[src/rtl/pipeline_hazard_ctrl.sv]
// pipeline_hazard_ctrl
//   Hazard and sequencing control for the 5-stage IF/ID/EX/MEM/WB pipeline.
//   Tracks the destination registers of the instructions in EX, MEM and WB,
//   drives operand forwarding selects, inserts load-use stalls, flushes IF/ID
//   on a taken branch and freezes the pipeline while data memory is busy.
//
// Parameters
//   MEM_TIMEOUT  cycles allowed for mem_ack before mem_err is raised
//   CNT_W        width of the stall_cycles counter
//
// Ports
//   clk, reset                      clock, synchronous active-low reset
//   id_valid/rn/rm/use_rn/use_rm    instruction currently in ID and its sources
//   id_rd/id_wr/id_load             its destination, write enable and load flag
//   ex_br_taken                     branch in EX resolved taken this cycle
//   mem_req/mem_ack                 data memory handshake from the MEM stage
//   pc_we/ifid_we                   PC and IF/ID register enables
//   ifid_flush/idex_bubble          NOP injection into IF/ID and ID/EX
//   pipe_hold                       freeze ID/EX, EX/MEM and MEM/WB
//   fwd_a/fwd_b                     operand source: 00 RF, 01 EX, 10 MEM, 11 WB
//   mem_err                         one-cycle pulse on memory timeout
//   stall_cycles                    saturating count of cycles with pc_we=0

module pipeline_hazard_ctrl #(
  parameter int MEM_TIMEOUT = 16,
  parameter int CNT_W       = 16
) (
  input  logic             clk,
  input  logic             reset,
  input  logic             id_valid,
  input  logic [3:0]       id_rn,
  input  logic [3:0]       id_rm,
  input  logic             id_use_rn,
  input  logic             id_use_rm,
  input  logic [3:0]       id_rd,
  input  logic             id_wr,
  input  logic             id_load,
  input  logic             ex_br_taken,
  input  logic             mem_req,
  input  logic             mem_ack,
  output logic             pc_we,
  output logic             ifid_we,
  output logic             ifid_flush,
  output logic             idex_bubble,
  output logic             pipe_hold,
  output logic [1:0]       fwd_a,
  output logic [1:0]       fwd_b,
  output logic             mem_err,
  output logic [CNT_W-1:0] stall_cycles
);

  localparam int WAIT_W = $clog2(MEM_TIMEOUT + 1);
  localparam logic [WAIT_W-1:0] WAIT_LAST = WAIT_W'(MEM_TIMEOUT - 1);

  typedef enum logic {
    RUN,
    MEM_WAIT
  } state_t;

  state_t state, state_next;

  logic [WAIT_W-1:0] wait_cnt;

  // Destination tracking for EX, MEM and WB. Only EX needs the load flag:
  // load-use is detected while the load sits in EX, later stages just forward.
  logic       ex_valid, ex_wr, ex_load;
  logic [3:0] ex_rd;
  logic       mem_valid, mem_wr;
  logic [3:0] mem_rd;
  logic       wb_valid, wb_wr;
  logic [3:0] wb_rd;

  logic mem_miss;
  logic timeout;
  logic load_use;

  assign mem_miss = mem_req & ~mem_ack;
  assign timeout  = (wait_cnt == WAIT_LAST);

  assign load_use = ex_valid & ex_load & ex_wr &
                    ((id_use_rn & (ex_rd == id_rn)) |
                     (id_use_rm & (ex_rd == id_rm)));

  // Youngest producer wins; R15 (PC) is never forwarded.
  function automatic logic [1:0] fwd_sel(input logic [3:0] src, input logic used);
    logic [1:0] sel;
    sel = 2'b00;
    if (used && src != 4'd15) begin
      if (ex_valid && ex_wr && ex_rd == src)
        sel = 2'b01;
      else if (mem_valid && mem_wr && mem_rd == src)
        sel = 2'b10;
      else if (wb_valid && wb_wr && wb_rd == src)
        sel = 2'b11;
    end
    return sel;
  endfunction

  // State register
  always_ff @(posedge clk) begin
    if (!reset)
      state <= RUN;
    else
      state <= state_next;
  end

  // Next-state logic; a timeout returns to RUN exactly like an ack
  always_comb begin
    state_next = state;
    case (state)
      RUN:      if (mem_miss) state_next = MEM_WAIT;
      MEM_WAIT: if (mem_ack || timeout) state_next = RUN;
      default:  state_next = RUN;
    endcase
  end

  // Output logic. A memory miss outranks the branch, which outranks load-use.
  always_comb begin
    pc_we       = 1'b0;
    ifid_we     = 1'b0;
    ifid_flush  = 1'b0;
    idex_bubble = 1'b0;
    pipe_hold   = 1'b0;
    mem_err     = 1'b0;
    fwd_a       = 2'b00;
    fwd_b       = 2'b00;
    if (!reset) begin
      ifid_flush  = 1'b1;
      idex_bubble = 1'b1;
    end else begin
      fwd_a = fwd_sel(id_rn, id_use_rn);
      fwd_b = fwd_sel(id_rm, id_use_rm);
      case (state)
        RUN: begin
          if (mem_miss) begin
            pipe_hold = 1'b1;
          end else if (ex_br_taken) begin
            pc_we       = 1'b1;
            ifid_we     = 1'b1;
            ifid_flush  = 1'b1;
            idex_bubble = 1'b1;
          end else if (load_use) begin
            idex_bubble = 1'b1;
          end else begin
            pc_we   = 1'b1;
            ifid_we = 1'b1;
          end
        end
        MEM_WAIT: begin
          // The back end advances on the ack or timeout cycle; IF/ID stays put.
          pipe_hold = ~(mem_ack | timeout);
          mem_err   = ~mem_ack & timeout;
        end
        default: ;
      endcase
    end
  end

  // Memory wait counter; the miss cycle in RUN counts as the first wait cycle
  always_ff @(posedge clk) begin
    if (!reset) begin
      wait_cnt <= '0;
    end else begin
      case (state)
        RUN: if (mem_miss) wait_cnt <= WAIT_W'(1);
        MEM_WAIT: begin
          if (mem_ack || timeout)
            wait_cnt <= '0;
          else
            wait_cnt <= wait_cnt + WAIT_W'(1);
        end
        default: wait_cnt <= '0;
      endcase
    end
  end

  // Destination tracking shifts only when the back end advances
  always_ff @(posedge clk) begin
    if (!reset) begin
      ex_valid  <= 1'b0;
      ex_wr     <= 1'b0;
      ex_load   <= 1'b0;
      ex_rd     <= 4'd0;
      mem_valid <= 1'b0;
      mem_wr    <= 1'b0;
      mem_rd    <= 4'd0;
      wb_valid  <= 1'b0;
      wb_wr     <= 1'b0;
      wb_rd     <= 4'd0;
    end else if (!pipe_hold) begin
      wb_valid  <= mem_valid;
      wb_wr     <= mem_wr;
      wb_rd     <= mem_rd;
      mem_valid <= ex_valid;
      mem_wr    <= ex_wr;
      mem_rd    <= ex_rd;
      if (idex_bubble || !id_valid) begin
        ex_valid <= 1'b0;
        ex_wr    <= 1'b0;
        ex_load  <= 1'b0;
        ex_rd    <= 4'd0;
      end else begin
        ex_valid <= 1'b1;
        ex_wr    <= id_wr;
        ex_load  <= id_load;
        ex_rd    <= id_rd;
      end
    end
  end

  // Stall counter, saturating at all-ones
  always_ff @(posedge clk) begin
    if (!reset)
      stall_cycles <= '0;
    else if (!pc_we && stall_cycles != '1)
      stall_cycles <= stall_cycles + CNT_W'(1);
  end

endmodule

[config.mk]
export PLATFORM = sky130hd
export DESIGN_NAME = pipeline_hazard_ctrl
export DESIGN_NICKNAME = d
export VERILOG_FILES = /design/src/rtl/pipeline_hazard_ctrl.sv
export SDC_FILE = /design/constraint.sdc
export NUM_CORES = 1
export LEC_CHECK = 0
export BUFFER_PORTS_ARGS = -buffer_cell sky130_fd_sc_hd__buf_2
export CAP_MARGIN = 20
export CORE_UTILIZATION = 33
export DETAILED_ROUTE_END_ITERATION = 10
export SLEW_MARGIN = 30
export SYNTH_ARGS = -nofsm -noshare
export SYNTH_HDL_FRONTEND = slang
export SYNTH_SLANG_ARGS = --single-unit
[constraint.sdc]
create_clock -name clk -period 2.1 [get_ports clk]
set_input_delay 0.315 -clock clk [delete_from_list [all_inputs] [get_ports clk]]
set_output_delay 0.315 -clock clk [all_outputs]
set_load 0.005 [all_outputs]
# Word-level counts from Yosys, hierarchy flattened
# Cells that the tools add are included.
[word_totals]
reg_bits = 41
in_bits = 22
output_inout_bits = 26
wordCells = 92
[classes]
addsub = 2
eq_ne = 11
mux = 38
bitwise_logic = 12
reduce_logical = 16
[ops]
columns = ["op", "n"]
rows = [
  ["4-bit equality test", 6],
  ["1-bit two-way mux", 22],
  ["2-bit two-way mux", 10],
  ["16-bit by 1-bit adder with 16-bit output (second input constant)", 1],
  ["16-bit inequality test (second input constant)", 1],
  ["1-bit logical AND", 12],
  ["5-bit two-way mux", 2],
  ["5-bit one-hot mux with 2 select lines", 1],
  ["4-bit inequality test (second input constant)", 2],
  ["1-bit AND", 7],
  ["5-bit by 1-bit adder with 5-bit output (second input constant)", 1],
  ["5-bit by 4-bit equality test with 1-bit output (second input constant)", 1],
  ["4-bit two-way mux", 1],
  ["1-bit one-hot mux with 2 select lines", 2],
  ["1-bit NOT", 3],
  ["1-bit zero test", 2],
  ["1-bit logical OR", 2],
  ["2-bit inequality test (second input constant)", 1],
  ["1-bit bitwise OR", 2],
]

# Longest topological paths before layout
# Gate-level depths: netlist (run 1).
[logic_depth]
word_depth = 11
mapped_depth = 8
ltp_nobuf = 8

# Worst setup path before layout (run 1)
# No wires, ideal clock.
[synth_path]
path_kind = "reg-to-output"
from = "register wait_cnt[0]"
to = "output pipe_hold"
t_arrival_ps = 1678
required_ps = 1785
slack_ps = 107
stages_incl_launch_ff = 7
path_buffers = 1
cell_sequence = "dfxtp_1 ha_1 and3_1 ha_1 nand2b_1 a21oi_1 clkbuf_1"
[synth_via]
elab_chain_len = 5
[synth_lines]
columns = ["element", "line_no", "source"]
rows = [
  ["from (decl)", "62", "logic [WAIT_W-1:0] wait_cnt;"],
  ["from (signal assigned)", "170", "wait_cnt <= wait_cnt + WAIT_W'(1);"],
  ["5-bit by 4-bit equality test with 1-bit output", "78", "assign timeout = (wait_cnt == WAIT_LAST);"],
  ["1-bit bitwise OR", "151", "pipe_hold = ~(mem_ack | timeout);"],
  ["1-bit NOT", "151", ""],
  ["1-bit one-hot mux with 2 select lines", "133", "case (state)"],
  ["1-bit two-way mux", "127", "if (!reset) begin"],
  ["to (decl)", "45", "output logic pipe_hold,"],
]
# Every way passes these cells.

# Worst setup path in the final report (run 1)
[layout_path]
from = "register ex_rd[1]"
to = "output idex_bubble"
[layout_via]
elab_chain_len = 9
word_cells_on_any_way = 11
cone_classes = "2 x eq/ne; 5 x mux; 4 x bitwise"
[layout_lines]
columns = ["element", "line_no", "source"]
rows = [
  ["from (decl)", "67", "logic [3:0] ex_rd;"],
  ["from (signal assigned)", "206", "ex_rd <= id_rd;"],
  ["4-bit equality test (on tied branches)", "81, 82", ""],
  ["1-bit AND (on tied branches)", "81, 82", ""],
  ["1-bit bitwise OR (*)", "81", "((id_use_rn & (ex_rd == id_rn)) |"],
  ["1-bit AND (*)", "80", "assign load_use = ex_valid & ex_load & ex_wr &"],
  ["1-bit two-way mux (*)", "142", "end else if (load_use) begin"],
  ["1-bit two-way mux (*)", "137", "end else if (ex_br_taken) begin"],
  ["1-bit two-way mux (*)", "135", "if (mem_miss) begin"],
  ["1-bit two-way mux (*)", "133", ""],
  ["1-bit two-way mux (*)", "127", ""],
  ["to (decl)", "44", "output logic idex_bubble,"],
]
# Mark *: on every way between the ends. The rest lies on a longest branch, timed or not.

==> run_results.csv, run 1 <==
group,metric,value,unit
status,status,"finished, final reports clean",
clock_tree,htreeDepth,2,
route,wl,5240,µm
cells_and_area,drive_above_1_share,29.9,%
sta,setup_viol,0,
grt,grt_util_all_layers,16.4,%
route,drt_pass1_iterations,4,
grt,grt_pass1_vias,1789,
grt,grt_overflow_total,0,
clock_tree,tritoncts.num_buffers,5,
sta,hold_viol,0,
sta,slew_viol_final,0,
die,die-area,6760,µm²
synth,avgSynthCellArea,8.14,µm²
die,fp-row-count,28,
route,wl_met1,2580,µm
route,via_per_inst,5.11,
min_path,min_to,"ex_rd[3]",
die,initial_core_util,35.1,%
sta,rsz0062_at_grt,"true",
die,die_h,82.2,µm
synth,seq_area_frac_synth,38.6,%
setup_path,crit_type,"reg2out",
power,powerDensity,607,nW/µm²
setup_path,ff2ff_path_depth,8,
grt,grt_pass1_wl,8410,µm
synth,yosysTopAreaCell,"dfxtp_1",
sta,max_freq,488,MHz
cells_and_area,fill_cells,613,
synth,synth_nets,286,
route,drc,0,
sta,finalClockSkew,0.00247,ns
setup_path,start_kind,"register",
clock_tree,clock_path_buffers,2,
cells_and_area,antennaDiodeCount,0,
sta,post-route-min-period,2.05,ns
place,place.gp.congestion,0.795,
route,wl_per_cell,13.1,µm
power,max-vdd-ir-drop,0.000352,V
grt,grt_max_degree,32,
die,die_w,82.2,µm
setup_path,r2r-start,"wait_cnt[1]",
route,drtAntennaViolNets,0,
clock_tree,cts_sinks,41,
clock_tree,path_clk_slew,0.08,ns
synth,ys_seq_elements,41,
place,dp_slack,0.0541,ns
place,portBuffers,47,
synth,synth_flop_cell,"dfxtp_1",
job,maxCapViolations,0,
clock_tree,cts_tree,"done",
synth,synth_enable_flop_cells,0,
sta,min_period_over_period,97.5,%
synth,synth.most_common_cell,"dfxtp_1",
route,topRoutingLayerUsed,"met4",
synth,ys_async_sr_fraction,0,%
synth,ys.warnings.count,0,
route,drt_iter0_markers,80,
place,dp_hpwl,3710,µm
min_path,min_from,"id_rd[3]",
setup_path,r2r_slack,0.08,ns
sta,finalSetupTns,0,ns
synth,synth_area_leaders,"dfxtp_1, nand2_1, xor2_1",
synth,syn_area,2120,µm²
clock_tree,clk_latency,0.30,ns
setup_path,worstSetupEndpointType,"primary output",
cells_and_area,syn_to_final_growth,32.7,%
clock_tree,clockRootBuffer,"clkbuf_8",
cells_and_area,nets,348,
setup_path,worst_ep_arrival_time,1.73,ns
synth,synth_cell_type_count,38,
setup_path,r2r-end,"ex_rd[0]",
route,vias,2037,
setup_path,cp.required,1.78,ns
die,core_area,6060,µm²
min_path,min_delay_path_depth,2,
sta,worst_slew_pin_slew,0.631,ns
power,p_leak,1.13,nW
clock_tree,cts_hold_buf,0,
synth,syn_inst,261,
sta,maxSlewHeadroom,57.8,%
synth,synth_top_area_share,38.6,%
synth,synthTopCellsByCount,"dfxtp_1, nand2_1, o21ai_0, a21oi_1, xor2_1",
grt,antenna_found_initial,0,
sta,finalWorstSetupSlack,0.0524,ns
route,dr_wl_met2,2400,µm
min_path,holdCritPathClass,"in2reg",
die,io_pins,48,
setup_path,cp_max_fo,4,
route,wl_met3,220,µm
-- cell usage in the layout (no fill, tap or decap), drive strengths merged, types with 3 or more instances in the layout --
| master | netlist | routed |
|---|---|---|
| nand3 | 13 | 13 |
| o21ai | 24 | 24 |
| nor2 | 10 | 10 |
| ha | 3 | 3 |
| or4 | 7 | 7 |
| and3 | 3 | 3 |
| xor2 | 15 | 15 |
| nor3 | 4 | 4 |
| nand2 | 39 | 39 |
| buf | 3 | 66 |
| nand2b | 3 | 3 |
| o31ai | 8 | 8 |
| clkbuf | 8 | 7 |
| a21oi | 17 | 17 |
| nand4 | 9 | 9 |
| dfxtp | 41 | 41 |
| and4 | 3 | 3 |
| xnor2 | 10 | 10 |
| inv | 8 | 8 |
| a22o | 6 | 6 |
| or3 | 9 | 9 |
-- registers in the layout, indices dropped and copies added (netlist names) --
name,count
wb_rd,4
wb_wr,1
mem_rd,4
state,1
ex_valid,1
wait_cnt,5
wb_valid,1
stall_cycles,16
ex_load,1
mem_wr,1
ex_rd,4
ex_wr,1
mem_valid,1
-- metrics by stage --
step	hold slack, ns	instances	cell area, µm²	util, %	power [mW]
finish	0.221	399	2820	46.5	1.71
global route	0.214	399	2820	46.5	1.79
CTS	0.217	397	2690	44.4	1.72
detailed placement	0.447	386	2530	41.8	1.04
global placement	0.438	386	2530	41.8	1.04
floorplan	0.425	261	2120	-	0.947
-- area by class of cell --
class | instances | area [µm²] | area share [%]
clock buffers | 7 | 86.3 | 3.06
clock inverters | 1 | 30.0 | 1.06
inverters | 8 | 30.0 | 1.06
multi-input cells | 201 | 1320 | 46.8
flip-flops and latches | 41 | 842 | 29.9
well taps | 75 | 93.8 | 3.33
repair buffers | 66 | 419 | 14.9
-- power breakdown --
part	leakage (nW)	switching (mW)	total [mW]	internal [mW]
Clock	0.0585	0.282	0.670	0.388
Sequential	0.337	0.0247	0.821	0.796
Combinational	0.736	0.113	0.221	0.108
Total	1.13	0.419	1.71	1.29
-- worst max-delay path: stages (launching register included) --
cell     delay, ns
dfxtp_4       0.40
xnor2_2       0.11
nand4_1       0.19
o22a_1        0.27
nor3b_2       0.22
or2_4         0.16
buf_6         0.08
-- metal layers --
layer,up-vias,track usage (%)
met5,-,0
met4,0,4.56
met3,5,4.51
met2,46,26.1
met1,918,21.7
li1,1068,-
-- worst max path at each step --
stage,startpoint,end
after detailed placement,wait_cnt[0],ex_rd[3]
after floorplan,wait_cnt[0],pipe_hold
after global placement,wait_cnt[0],ex_rd[1]
final,ex_rd[1],idex_bubble
after CTS,wait_cnt[0],ex_rd[0]
after global routing,wait_cnt[1],ex_rd[1]
-- timing repair --
action | CTS | global route
setup endpoints to repair | 2 | 18
pin swaps | 2 | 10
gates resized for setup | 5 | 26
hold endpoints to repair | 0 | 0
buffers inserted | 3 | 3
-- cells by family after synthesis --
logic type | after synthesis | share of synthesized area [%]
buf+inv | 19 | 3.95
fa+ha+maj | 3 | 1.77
compound gates | 66 | 19.4
flops | 41 | 38.6
xor+xnor | 25 | 10.3
simple gates | 107 | 26.0
Note: power is estimated with default switching activity, not from simulation.
==> run 2: changes to the inputs <==
- GPL_TIMING_DRIVEN: not set -> 0
==> run_results.csv, run 2 (synthesized netlist as in run 1, its figures left out) <==
group,metric,value,unit
clock_tree,path_clk_slew,0.07,ns
place,dp_hpwl,4100,µm
setup_path,cpMaxStageDelayCell,"dfxtp_4",
die,io_pins,48,
power,p_sw,423,µW
setup_path,slowest_delay,0.37,ns
clock_tree,htreeDepth,2,
cells_and_area,mostFrequentLayoutCell,"buf_2",
power,switching_share,24.8,%
setup_path,crit_chain,"xnor2_2 > nand4_1 > o22a_1 > nor3b_4 > or2_4 > buf_6",
min_path,holdCritPathClass,"in2reg",
setup_path,crit_type,"reg2out",
cells_and_area,mostFrequentLayoutCells,"buf_2, nand2_1, dfxtp_1",
cells_and_area,largest_register_ffs,16,
place,place.gp.congestion,0.875,
sta,maxSlewHeadroom,66.3,%
route,drtAntennaViolNets,0,
status,status,"finished with violations",
die,fp-row-count,28,
grt,antenna_found_initial,0,
clock_tree,cts_tree,"done",
sta,finalClockSkew,0.00837,ns
sta,worst_slew_pin_slew,0.506,ns
setup_path,cp.required,1.78,ns
sta,finalWorstSetupSlack,-0.0398,ns
place,dpl_cell_area,2450,µm²
cells_and_area,regMostFlops,"stall_cycles",
sta,worst_hold_slack,0.230,ns
sta,post-route-min-period,2.14,ns
clock_tree,cts_sinks,41,
cells_and_area,final_area,2800,µm²
grt,grt_max_degree,13,
status,violations,"setup timing",
sta,rsz0062_at_grt,"true",
setup_path,cp_max_fo,4,
power,max-vdd-ir-drop,0.000307,V
sta,min_period_over_period,102,%
power,powerDensity,611,nW/µm²
power,power.share.clock,38.9,%
grt,grt_pass1_vias,1820,
route,via_per_inst,5.27,
power,p_total,1.71,mW
die,die-area,6760,µm²
sta,setup_viol,1,
die,die_h,82.2,µm
power,p_comb_share,12.8,%
cells_and_area,syn_to_final_growth,31.7,%
setup_path,worstSetupEndpointType,"primary output",
place,portBuffers,47,
clock_tree,clockRootBuffer,"clkbuf_8",
grt,grt_pass1_wl,8790,µm
sta,max_freq,467,MHz
clock_tree,clk_latency,0.29,ns
grt,grt_overflow_total,0,
power,internal_power,1.29,mW
die,initial_core_util,35.1,%
setup_path,worst_ep_arrival_time,1.82,ns
route,wl_per_cell,14.3,µm
die,die_w,82.2,µm
setup_path,start_kind,"register",
route,drt_pass1_iterations,4,
route,drt_iter0_markers,117,
sta,hold_viol,0,
grt,grt_util_all_layers,17.2,%
clock_tree,tritoncts.num_buffers,5,
clock_tree,clock_path_buffers,2,
setup_path,critPathBufInv,1,
cells_and_area,fin_util,46.2,%
cells_and_area,largestRegisters,"stall_cycles: 16 flops, wait_cnt: 5 flops",
clock_tree,cts_hold_buf,0,
route,drc,0,
job,maxCapViolations,0,
power,seq_power_share,48.3,%
cells_and_area,antennaDiodeCount,0,
power,p_leak,1.12,nW
cells_and_area,drive_above_1_share,30.8,%
route,vias,2108,
route,wl,5720,µm
cells_and_area,nets,349,
setup_path,crit_family,"simple AND/OR/NAND/NOR gates",
die,core_area,6060,µm²
sta,slew_viol_final,0,
-- run 2: changes by cell type in the layout (fill, tap and decap cells not counted), sizes merged --
cell / previous run / this run
clkbuf: 7 / 16
buf: 66 / 58
-- run 2: per-layer routing --
layer,vias to the layer above,wire length [µm],GRT usage (%)
met4,0,21,3.86
li1,1067,-,-
met3,4,245,4.40
met1,978,2660,21.6
met5,-,0,0
met2,59,2800,29.2
-- run 2: final timing paths --
kind                from     endpoint  slack, ns  cells past startpoint
max             ex_rd[2]  idex_bubble      -0.04                      6
min             id_rd[2]     ex_rd[2]       0.23                      2
max reg2reg  wait_cnt[0]     ex_rd[3]       0.13                      8
min reg2reg        wb_wr        wb_wr       0.47                      2
-- run 2: what timing repair did --
action | 4_1_cts | 5_1_grt
setup buffers | 2 | 7
endpoints found under the setup margin | 21 | 25
gates resized for setup | 17 | 32
pin swaps | 2 | 13
-- run 2: final cells by class --
class / count / area, µm²
Multi-Input combinational cell: 201 / 1330
Buffer: 11 / 70.1
Timing Repair Buffer: 56 / 309
Fill cell: 590 / 3260
Tap cell: 75 / 93.8
Clock buffer: 7 / 86.3
Clock inverter: 1 / 30.0
Sequential cell: 41 / 850
Inverter: 8 / 30.0
-- run 2: power groups by stage --
| stage | registers [mW] | clock network (mW) | logic, mW |
|---|---|---|---|
| after floorplan | 0.838 | 0 | 0.109 |
| after global placement | 0.845 | 0 | 0.178 |
| after detailed placement | 0.844 | 0 | 0.182 |
| after CTS | 0.828 | 0.686 | 0.193 |
| after global routing | 0.830 | 0.714 | 0.241 |
| final | 0.826 | 0.665 | 0.219 |
-- run 2: per-stage QoR --
step	instances	TNS, ns	setup WS, ns
CTS	393	-0.114	-0.0570
finish	400	-0.0398	-0.0398
global route	400	-0.175	-0.112
floorplan	261	0	0.107
global placement	383	-3.35	-0.425
detailed placement	383	-3.71	-0.456
